## src/rtl/dds_command_sender.sv

```systemverilog
// ============================================================================
// Module      : dds_command_sender
// Description : Host-side initiator for the DDS UART command protocol. Sends
//               tuning-word / enable / disable transactions and retries each
//               one until it is acknowledged or the attempt budget runs out.
// Revision    : 1.0 - initial release
// ============================================================================
`default_nettype none

module dds_command_sender #(
    parameter logic [7:0] CMD_BYTE0   = 8'h01,
    parameter logic [7:0] CMD_BYTE1   = 8'h02,
    parameter logic [7:0] CMD_BYTE2   = 8'h03,
    parameter logic [7:0] CMD_BYTE3   = 8'h04,
    parameter logic [7:0] CMD_ENABLE  = 8'h05,
    parameter logic [7:0] CMD_DISABLE = 8'h06,
    parameter logic [7:0] CMD_SET     = 8'h07,
    parameter logic [7:0] ACK_BYTE    = 8'hAA,
    parameter int         TIMEOUT     = 120000,
    parameter int         RETRIES     = 3
) (
    input  logic        clk,
    input  logic        rst,
    input  logic        load,
    input  logic [31:0] word,
    input  logic        en_req,
    input  logic        dis_req,
    output logic        transmit,
    output logic [7:0]  tx_byte,
    input  logic        tx_busy,
    input  logic        received,
    input  logic [7:0]  rx_byte,
    output logic        busy,
    output logic        done,
    output logic        error
);

    localparam int c_tw = $clog2(TIMEOUT + 1);
    localparam int c_aw = $clog2(RETRIES + 1);

    localparam logic [c_tw-1:0] c_tmo_last = c_tw'(TIMEOUT - 1);
    localparam logic [c_tw-1:0] c_tmo_max  = c_tw'(TIMEOUT);
    localparam logic [c_aw-1:0] c_retries  = c_aw'(RETRIES);

    localparam logic [1:0] c_seq_load = 2'd0;
    localparam logic [1:0] c_seq_en   = 2'd1;
    localparam logic [1:0] c_seq_dis  = 2'd2;

    localparam logic [2:0] c_txn_set = 3'd4;

    typedef enum logic [3:0] {
        c_idle      = 4'd0,
        c_send_cmd  = 4'd1,
        c_tx_guard  = 4'd2,
        c_tx_wait   = 4'd3,
        c_send_data = 4'd4,
        c_ack_wait  = 4'd5,
        c_next      = 4'd6,
        c_finish    = 4'd7,
        c_fail      = 4'd8
    } state_t;

    state_t          r_state;
    state_t          w_next_state;
    logic [31:0]     r_word;
    logic [1:0]      r_seq;
    logic [2:0]      r_txn;
    logic            r_data_sent;
    logic [c_aw-1:0] r_attempt;
    logic [c_tw-1:0] r_tmo;
    logic            r_transmit;
    logic [7:0]      r_tx_byte;

    logic [7:0]      w_cmd_byte;
    logic [7:0]      w_data_byte;
    logic            w_has_data;
    logic            w_last_txn;
    logic            w_ack_ok;
    logic            w_nack;
    logic            w_timeout;
    logic [c_aw-1:0] w_attempt_inc;
    logic            w_retry_left;
    logic            w_send;
    logic [7:0]      w_send_byte;
    logic            w_attempt_fail;
    logic            w_busy;
    logic            w_done;
    logic            w_error;

    always_comb begin
        w_cmd_byte = CMD_DISABLE;
        case (r_seq)
            c_seq_load: begin
                case (r_txn)
                    3'd0:    w_cmd_byte = CMD_BYTE0;
                    3'd1:    w_cmd_byte = CMD_BYTE1;
                    3'd2:    w_cmd_byte = CMD_BYTE2;
                    3'd3:    w_cmd_byte = CMD_BYTE3;
                    default: w_cmd_byte = CMD_SET;
                endcase
            end
            c_seq_en: w_cmd_byte = CMD_ENABLE;
            default:  w_cmd_byte = CMD_DISABLE;
        endcase
    end

    always_comb begin
        w_data_byte = r_word[7:0];
        case (r_txn[1:0])
            2'd0:    w_data_byte = r_word[7:0];
            2'd1:    w_data_byte = r_word[15:8];
            2'd2:    w_data_byte = r_word[23:16];
            default: w_data_byte = r_word[31:24];
        endcase
    end

    // Only the four BYTEn transactions of a load carry a data byte; SET is last.
    assign w_has_data    = (r_seq == c_seq_load) && (r_txn < c_txn_set);
    assign w_last_txn    = (r_seq == c_seq_load) ? (r_txn == c_txn_set) : 1'b1;
    assign w_ack_ok      = received && (rx_byte == ACK_BYTE);
    assign w_nack        = received && (rx_byte != ACK_BYTE);
    assign w_timeout     = (r_tmo >= c_tmo_last);
    assign w_attempt_inc = r_attempt + c_aw'(1);
    assign w_retry_left  = (w_attempt_inc < c_retries);

    always_comb begin
        w_next_state   = r_state;
        w_send         = 1'b0;
        w_send_byte    = w_cmd_byte;
        w_attempt_fail = 1'b0;
        w_busy         = 1'b1;
        w_done         = 1'b0;
        w_error        = 1'b0;
        case (r_state)
            c_idle: begin
                w_busy = 1'b0;
                if (load || en_req || dis_req) begin
                    w_next_state = c_send_cmd;
                end
            end
            c_send_cmd: begin
                if (!tx_busy) begin
                    w_send       = 1'b1;
                    w_send_byte  = w_cmd_byte;
                    w_next_state = c_tx_guard;
                end
            end
            c_send_data: begin
                if (!tx_busy) begin
                    w_send       = 1'b1;
                    w_send_byte  = w_data_byte;
                    w_next_state = c_tx_guard;
                end
            end
            // Gives the UART one cycle to raise tx_busy after the strobe.
            c_tx_guard: w_next_state = c_tx_wait;
            c_tx_wait: begin
                if (!tx_busy) begin
                    if (!r_data_sent && w_has_data) begin
                        w_next_state = c_send_data;
                    end else begin
                        w_next_state = c_ack_wait;
                    end
                end
            end
            c_ack_wait: begin
                if (w_ack_ok) begin
                    w_next_state = c_next;
                end else if (w_nack || w_timeout) begin
                    w_attempt_fail = 1'b1;
                    w_next_state   = w_retry_left ? c_send_cmd : c_fail;
                end
            end
            c_next:   w_next_state = w_last_txn ? c_finish : c_send_cmd;
            c_finish: begin
                w_done       = 1'b1;
                w_next_state = c_idle;
            end
            c_fail: begin
                w_error      = 1'b1;
                w_next_state = c_idle;
            end
            default: w_next_state = c_idle;
        endcase
    end

    always_ff @(posedge clk) begin
        if (rst) begin
            r_state     <= c_idle;
            r_word      <= 32'd0;
            r_seq       <= c_seq_load;
            r_txn       <= 3'd0;
            r_data_sent <= 1'b0;
            r_attempt   <= '0;
            r_tmo       <= '0;
            r_transmit  <= 1'b0;
            r_tx_byte   <= 8'd0;
        end else begin
            r_state    <= w_next_state;
            r_transmit <= w_send;
            if (w_send) begin
                r_tx_byte <= w_send_byte;
            end

            if (r_state == c_idle) begin
                r_txn     <= 3'd0;
                r_attempt <= '0;
                if (load) begin
                    r_seq  <= c_seq_load;
                    r_word <= word;
                end else if (en_req) begin
                    r_seq <= c_seq_en;
                end else if (dis_req) begin
                    r_seq <= c_seq_dis;
                end
            end

            if (w_send) begin
                r_data_sent <= (r_state == c_send_data);
            end

            // Cleared whenever outside ACK_WAIT, so every entry starts at zero.
            if (r_state != c_ack_wait) begin
                r_tmo <= '0;
            end else if (r_tmo != c_tmo_max) begin
                r_tmo <= r_tmo + c_tw'(1);
            end

            if (w_attempt_fail) begin
                r_attempt <= w_attempt_inc;
            end

            if (r_state == c_next) begin
                r_attempt <= '0;
                if (!w_last_txn) begin
                    r_txn <= r_txn + 3'd1;
                end
            end
        end
    end

    assign transmit = r_transmit;
    assign tx_byte  = r_tx_byte;
    assign busy     = w_busy;
    assign done     = w_done;
    assign error    = w_error;

endmodule

`default_nettype wire

```

## config.mk

```make
export PLATFORM = sky130hd
export DESIGN_NAME = dds_command_sender
export DESIGN_NICKNAME = d
export VERILOG_FILES = /design/src/rtl/dds_command_sender.sv
export SDC_FILE = /design/constraint.sdc
export NUM_CORES = 1
export LEC_CHECK = 0
export CAP_MARGIN = 10
export CORE_ASPECT_RATIO = 0.75
export CORE_UTILIZATION = 53
export CTS_CLUSTER_SIZE = 24
export DETAILED_ROUTE_END_ITERATION = 16
export PLACE_DENSITY = 0.81
export SKIP_CTS_REPAIR_TIMING = 1
export SLEW_MARGIN = 20
export SYNTH_ARGS = -nofsm -noshare
export SYNTH_HDL_FRONTEND = slang
export SYNTH_SLANG_ARGS = --single-unit
```

## constraint.sdc

```tcl
create_clock -name clk -period 2.6 [get_ports clk]
set_input_delay 0.39 -clock clk [delete_from_list [all_inputs] [get_ports clk]]
set_output_delay 0.39 -clock clk [all_outputs]
set_load 0.02 [all_outputs]
```

; Yosys cells after proc, flatten, opt, wreduce, memory -nomap -nowiden
; Index checks and enable logic that the tools add are counted.
[classes]
n_eq_ne = 23
addsub = 3
order_cmp = 3
reduce_logical = 20
mux = 31
[ops]
columns = operator, n
row1 = 2-to-1 mux 4 bit, 6
row2 = case mux 4 bit (6 select lines), 1
row3 = case mux 8 bit (3 select lines), 1
row4 = adder 17 x 1 -> 17 bit (second input constant), 1
row5 = >= comparator 17 bit (second input constant), 1
row6 = != test 17 bit (second input constant), 1
row7 = == test 4 x 3 -> 1 bit (second input constant), 4
row8 = 2-to-1 mux 8 bit, 2
row9 = case mux 8 bit (2 select lines), 1
row10 = 2-to-1 mux 3 bit, 4
row11 = case mux 3 bit (4 select lines), 1
row12 = 2-to-1 mux 1 bit, 10
row13 = 2-to-1 mux 2 bit, 5
row14 = == test 4 x 2 -> 1 bit (second input constant), 2
row15 = == test 8 bit (second input constant), 1
row16 = != test 8 bit (second input constant), 1
row17 = == test 3 x 2 -> 1 bit (second input constant), 2
row18 = != test 2 bit (second input constant), 3
row19 = OR reduction 2 bit, 3
row20 = == test 2 x 1 -> 1 bit (second input constant), 2
row21 = == test 4 x 1 -> 1 bit (second input constant), 1
row22 = == test 4 bit (second input constant), 1
row23 = logical AND 1 bit, 4
row24 = zero test 2 bit, 2
row25 = other kinds (17), 20
[totals]
inputBits = 47
regBits = 70

; Depth between registers and ports, before layout
[logic_depth]
word_depth = 7
depth_mapped = 8

; Worst setup path before layout
; Ideal clock, no wire load.
[synth_timing]
kind = register to register
from = register r_tmo[11]
to = register r_attempt[0]
path_buffers = 0
t_required_ns = 2.479
setup_ns = 0.121
period_less_slack_ns = 1.948
slack_ns = 0.652
arrival_ns = 1.827
stages_incl_launch_ff = 6
cell_sequence = dfxtp_1 -> nand4bb_1 -> or4_4 -> o41ai_2 -> o21ai_2 -> mux2_4
[synth_via]
elab_chain_len = 6
[synth_lines]
columns = item, line_no
row1 = from (decl), 70  ; logic [c_tw-1:0] r_tmo;
row2 = from (signal assigned), 226  ; r_tmo <= r_tmo + c_tw'(1);
row3 = >= comparator 17 bit (*), 122  ; assign w_timeout = (r_tmo >= c_tmo_last);
row4 = logical OR 1 bit (*), 169  ; end else if (w_nack || w_timeout) begin
row5 = 2-to-1 mux 1 bit (*), 169
row6 = 2-to-1 mux 1 bit (*), 167  ; if (w_ack_ok) begin
row7 = 2-to-1 mux 1 bit (*), 134  ; case (r_state)
row8 = 2-to-1 mux 2 bit / nonzero test 2 bit (equally long branches), n/a
row9 = to (signal assigned), 230  ; r_attempt <= w_attempt_inc;
row10 = to (decl), 69  ; logic [c_aw-1:0] r_attempt;
; Mark *: on every way between the ends. The rest lies on a longest branch, timed or not.
; A chain may end at the register's enable or synchronous reset.

; Final worst setup path
[layout_timing]
from = register r_state[1]
to = output port busy
[layout_via]
elab_chain_len = 2
[layout_lines]
columns = item, line_no
row1 = from (decl), 63  ; state_t r_state;
row2 = from (signal assigned), 189  ; r_state <= c_idle;
row3 = from (signal assigned), 199  ; r_state <= w_next_state;
row4 = zero test 4 bit, 134
row5 = 2-to-1 mux 1 bit, 134
row6 = to (decl), 33  ; output logic busy,
; Every way passes these cells.

==> flow_summary.yaml <==
synth:
  syn_nets: 478
  yosys_warnings: 0
  syn-instance-count: 422
  ys_seq_elements: 70
  avgSynthCellArea_sq_um: 7.93
  ys_seq_area_share_pct: 41.9
  ys_async_sr_fraction_pct: 0
  synth_edf_count: 0
  ys.flop_type: "dfxtp_1"
  ys_types: 53
  syn-cell-area_sq_um: 3350
placed_design:
  place_congestion: 0.839
  dp_hpwl_um: 5290
  io_buffers: 58
clocking:
  htreeDepth: 3
  cts_tree: "yes"
  cts_root_buf: "clkbuf_8"
  clockBufferDepth: 2
  cts_made_buffers: 9
  clock_sink_count: 70
  insertion_delay_ns: 0.34
  path_clk_slew_ns: 0.07
min_path:
  hold_depth: 2
  hold_class: "flop to flop"
detailed_routing:
  wire_per_inst_um: 13.8
  wirelength_um: 7640
  drcViolationCount: 0
  via_per_inst: 5.62
  drt_pass1_iterations: 6
  vias: 3116
  ant_nets: 0
  drt-initial-drc-count: 286
sta:
  setup_viol: 0
  hold_viol: 0
  hold_ws_ns: 0.457
  tightest_slew_ns: 0.643
  period_share_pct: 91.8
  grt_setup_unrepaired: "false"
  finalClockSkew_ns: 0.00587
  finalMaxSlewViolations: 0
  period_needed_ns: 2.39
  relSlewSlack_pct: 56.9
  fmax_mhz: 419
  tns_ns: 0
power:
  p_clk_share_pct: 40.4
  intPower_w: 0.00194
  sw_frac_of_total_pct: 24.7
  p_sw_w: 0.000637
  combPwrFrac_pct: 13.7
  seq_power_share_pct: 45.9
  peakVddDrop_v: 0.000404
  cellLeakagePower_nw: 1.43
  power-per-cell-area_nw_per_um2: 613
layout:
  antennaDiodeCount: 0
  layout-drive-gt1-share_pct: 7.56
  area.sequential_sq_um: 1400
  multi_input_area_sq_um: 1780
  fillerInstances: 484
  nets: 527
  area_delta_synth_final_pct: 25.7
  utilization_pct: 70.7
critical_path:
  path_cells: "nor4_2, buf_4, inv_2, clkdlybuf4s50_1"
  crit_buf_inv: 3
  critPathLaunchType: "flop"
  path_delay_family: "buffers and inverters"
  required_ns: 2.21
  worstPathMaxFanout: 16
  path_class: "flop to output port"
  cp.depth: 4
  max_stage_delay_ns: 0.65
  rr_worst_depth: 6
  cpMaxStageDelayCell: "dfxtp_1"
  worstPathArrival_ns: 2.00
  cp-end-kind: "output port"
global_routing:
  grt_first_pass_wirelength_um: 12900
  grtUsageTotal_pct: 24.8
  grt_overflow: 0
  first_global_vias: 2728
  grt_max_degree: 34
  antenna_found_initial: 0
floorplanning:
  core_area_sq_um: 5950
  dieArea_sq_um: 6640
  dieWidth_um: 93.8
  start_util_pct: 56.3
  io_pins: 59
  die_h_um: 70.8
  rows: 24
job:
  drv_cap: 0
outcome:
  outcome: "finished clean"
==> power groups by stage <==
stage	clock network [W]	logic, W	registers (W)
6_report	0.00104	0.000354	0.00118
5_1_grt	0.00111	0.000395	0.00119
4_1_cts	0.00106	0.000353	0.00118
3_5_place_dp	0	0.000349	0.00121
3_3_place_gp	0	0.000343	0.00120
2_1_floorplan	0	0.000218	0.00119
==> registers in the layout, summed over array words and instances, names as in the netlist <==
register,cells
r_word,32
r_tmo,17
tx_byte,8
r_state,4
r_txn,3
r_attempt,2
r_seq,2
r_data_sent,1
transmit,1
==> worst min-delay path: stages, from the launching register on <==
cell	delay, ns
dfxtp_1	0.31
nand2_1	0.05
a21oi_1	0.05
==> through the flow <==
stage	std cells	total power (W)	instance area, sq um	setup WS (ns)
5_1_grt	554	0.00269	4210	0.0966
3_5_place_dp	538	0.00156	3970	0.532
6_report	554	0.00258	4210	0.214
2_1_floorplan	422	0.00141	3350	0.652
3_3_place_gp	538	0.00155	3970	0.585
4_1_cts	554	0.00259	4210	0.226
==> kinds of logic after synthesis <==
family,synth area share [%]
AOI/OAI and AO/OA,17.0
xor gates and xnor gates,3.93
adders and majority gates,3.36
buffers and inverters,4.93
DFF,41.9
muxes,1.64
and+or+nand+nor,27.3
==> routing by layer <==
layer  vias to the layer above  routed length, um  track usage, %
li1                       1577                  -               -
met5                         -                  0               0
met2                       107               3310            36.5
met1                      1426               3670            35.3
met4                         0                 80            8.89
met3                         6                577            6.24
==> synthesized netlist by cell type, types with 2 or more instances <==
master     count  share of area (%)
mux2i_1        4                1.2
or4_4          2               0.67
ha_1           9                3.4
nand2_1       80                9.0
nand3_1       17                2.5
nor2b_1        3               0.56
inv_2          4               0.45
nand2b_1       3               0.56
o21ai_0        8                1.2
xnor2_1        9                2.4
a21o_1         2               0.45
nand3b_1       2               0.45
nor4_1         9                1.7
nand4bb_1      2               0.67
nor2_1        35                3.9
nor3_1        14                2.1
dfxtp_1       70                 42
nand4_1        3               0.56
xor2_1         6                1.6
a31oi_1        2               0.37
a22oi_1        5                1.1
a211oi_1       4               0.90
a21oi_1       48                7.2
clkbuf_1      24                2.7
or4_1          4               0.90
buf_2          3               0.45
o21bai_1       2               0.45
inv_1         12                1.3
a222oi_1       8                2.4
or3_1          5               0.93
==> cells in the final DEF, fill, tap and decap left out, drive strengths merged, types with 4 or more instances in the layout <==
cell	netlist	layout
xor2	6	6
mux2i	4	4
o21ai	10	10
a21oi	48	48
a22oi	5	5
inv	16	16
nor3	14	14
nor2	35	35
buf	3	8
or4	6	6
a211oi	4	4
or3	5	5
nor4	10	10
clkdlybuf4s50	0	57
xnor2	9	9
a222oi	8	8
ha	9	9
nand3	17	17
clkbuf	24	11
nand2	80	80
dfxtp	70	70
==> final timing paths <==
check	from	end	slack (ns)
worst max-delay path	r_state[1]	busy	0.21
worst min-delay path	r_word[19]	r_word[19]	0.46
worst max register to register	r_txn[0]	r_txn[2]	0.50
worst min register to register	r_word[19]	r_word[19]	0.46
==> final cells by class <==
class / instances / area share [%]
Multi-Input combinational cell: 309 / 42.3
Clock inverter: 5 / 2.56
Sequential cell: 70 / 33.3
Clock buffer: 11 / 3.12
Tap cell: 78 / 2.32
Inverter: 16 / 1.43
Timing Repair Buffer: 65 / 14.9
Power figures use the tool's default switching activity.
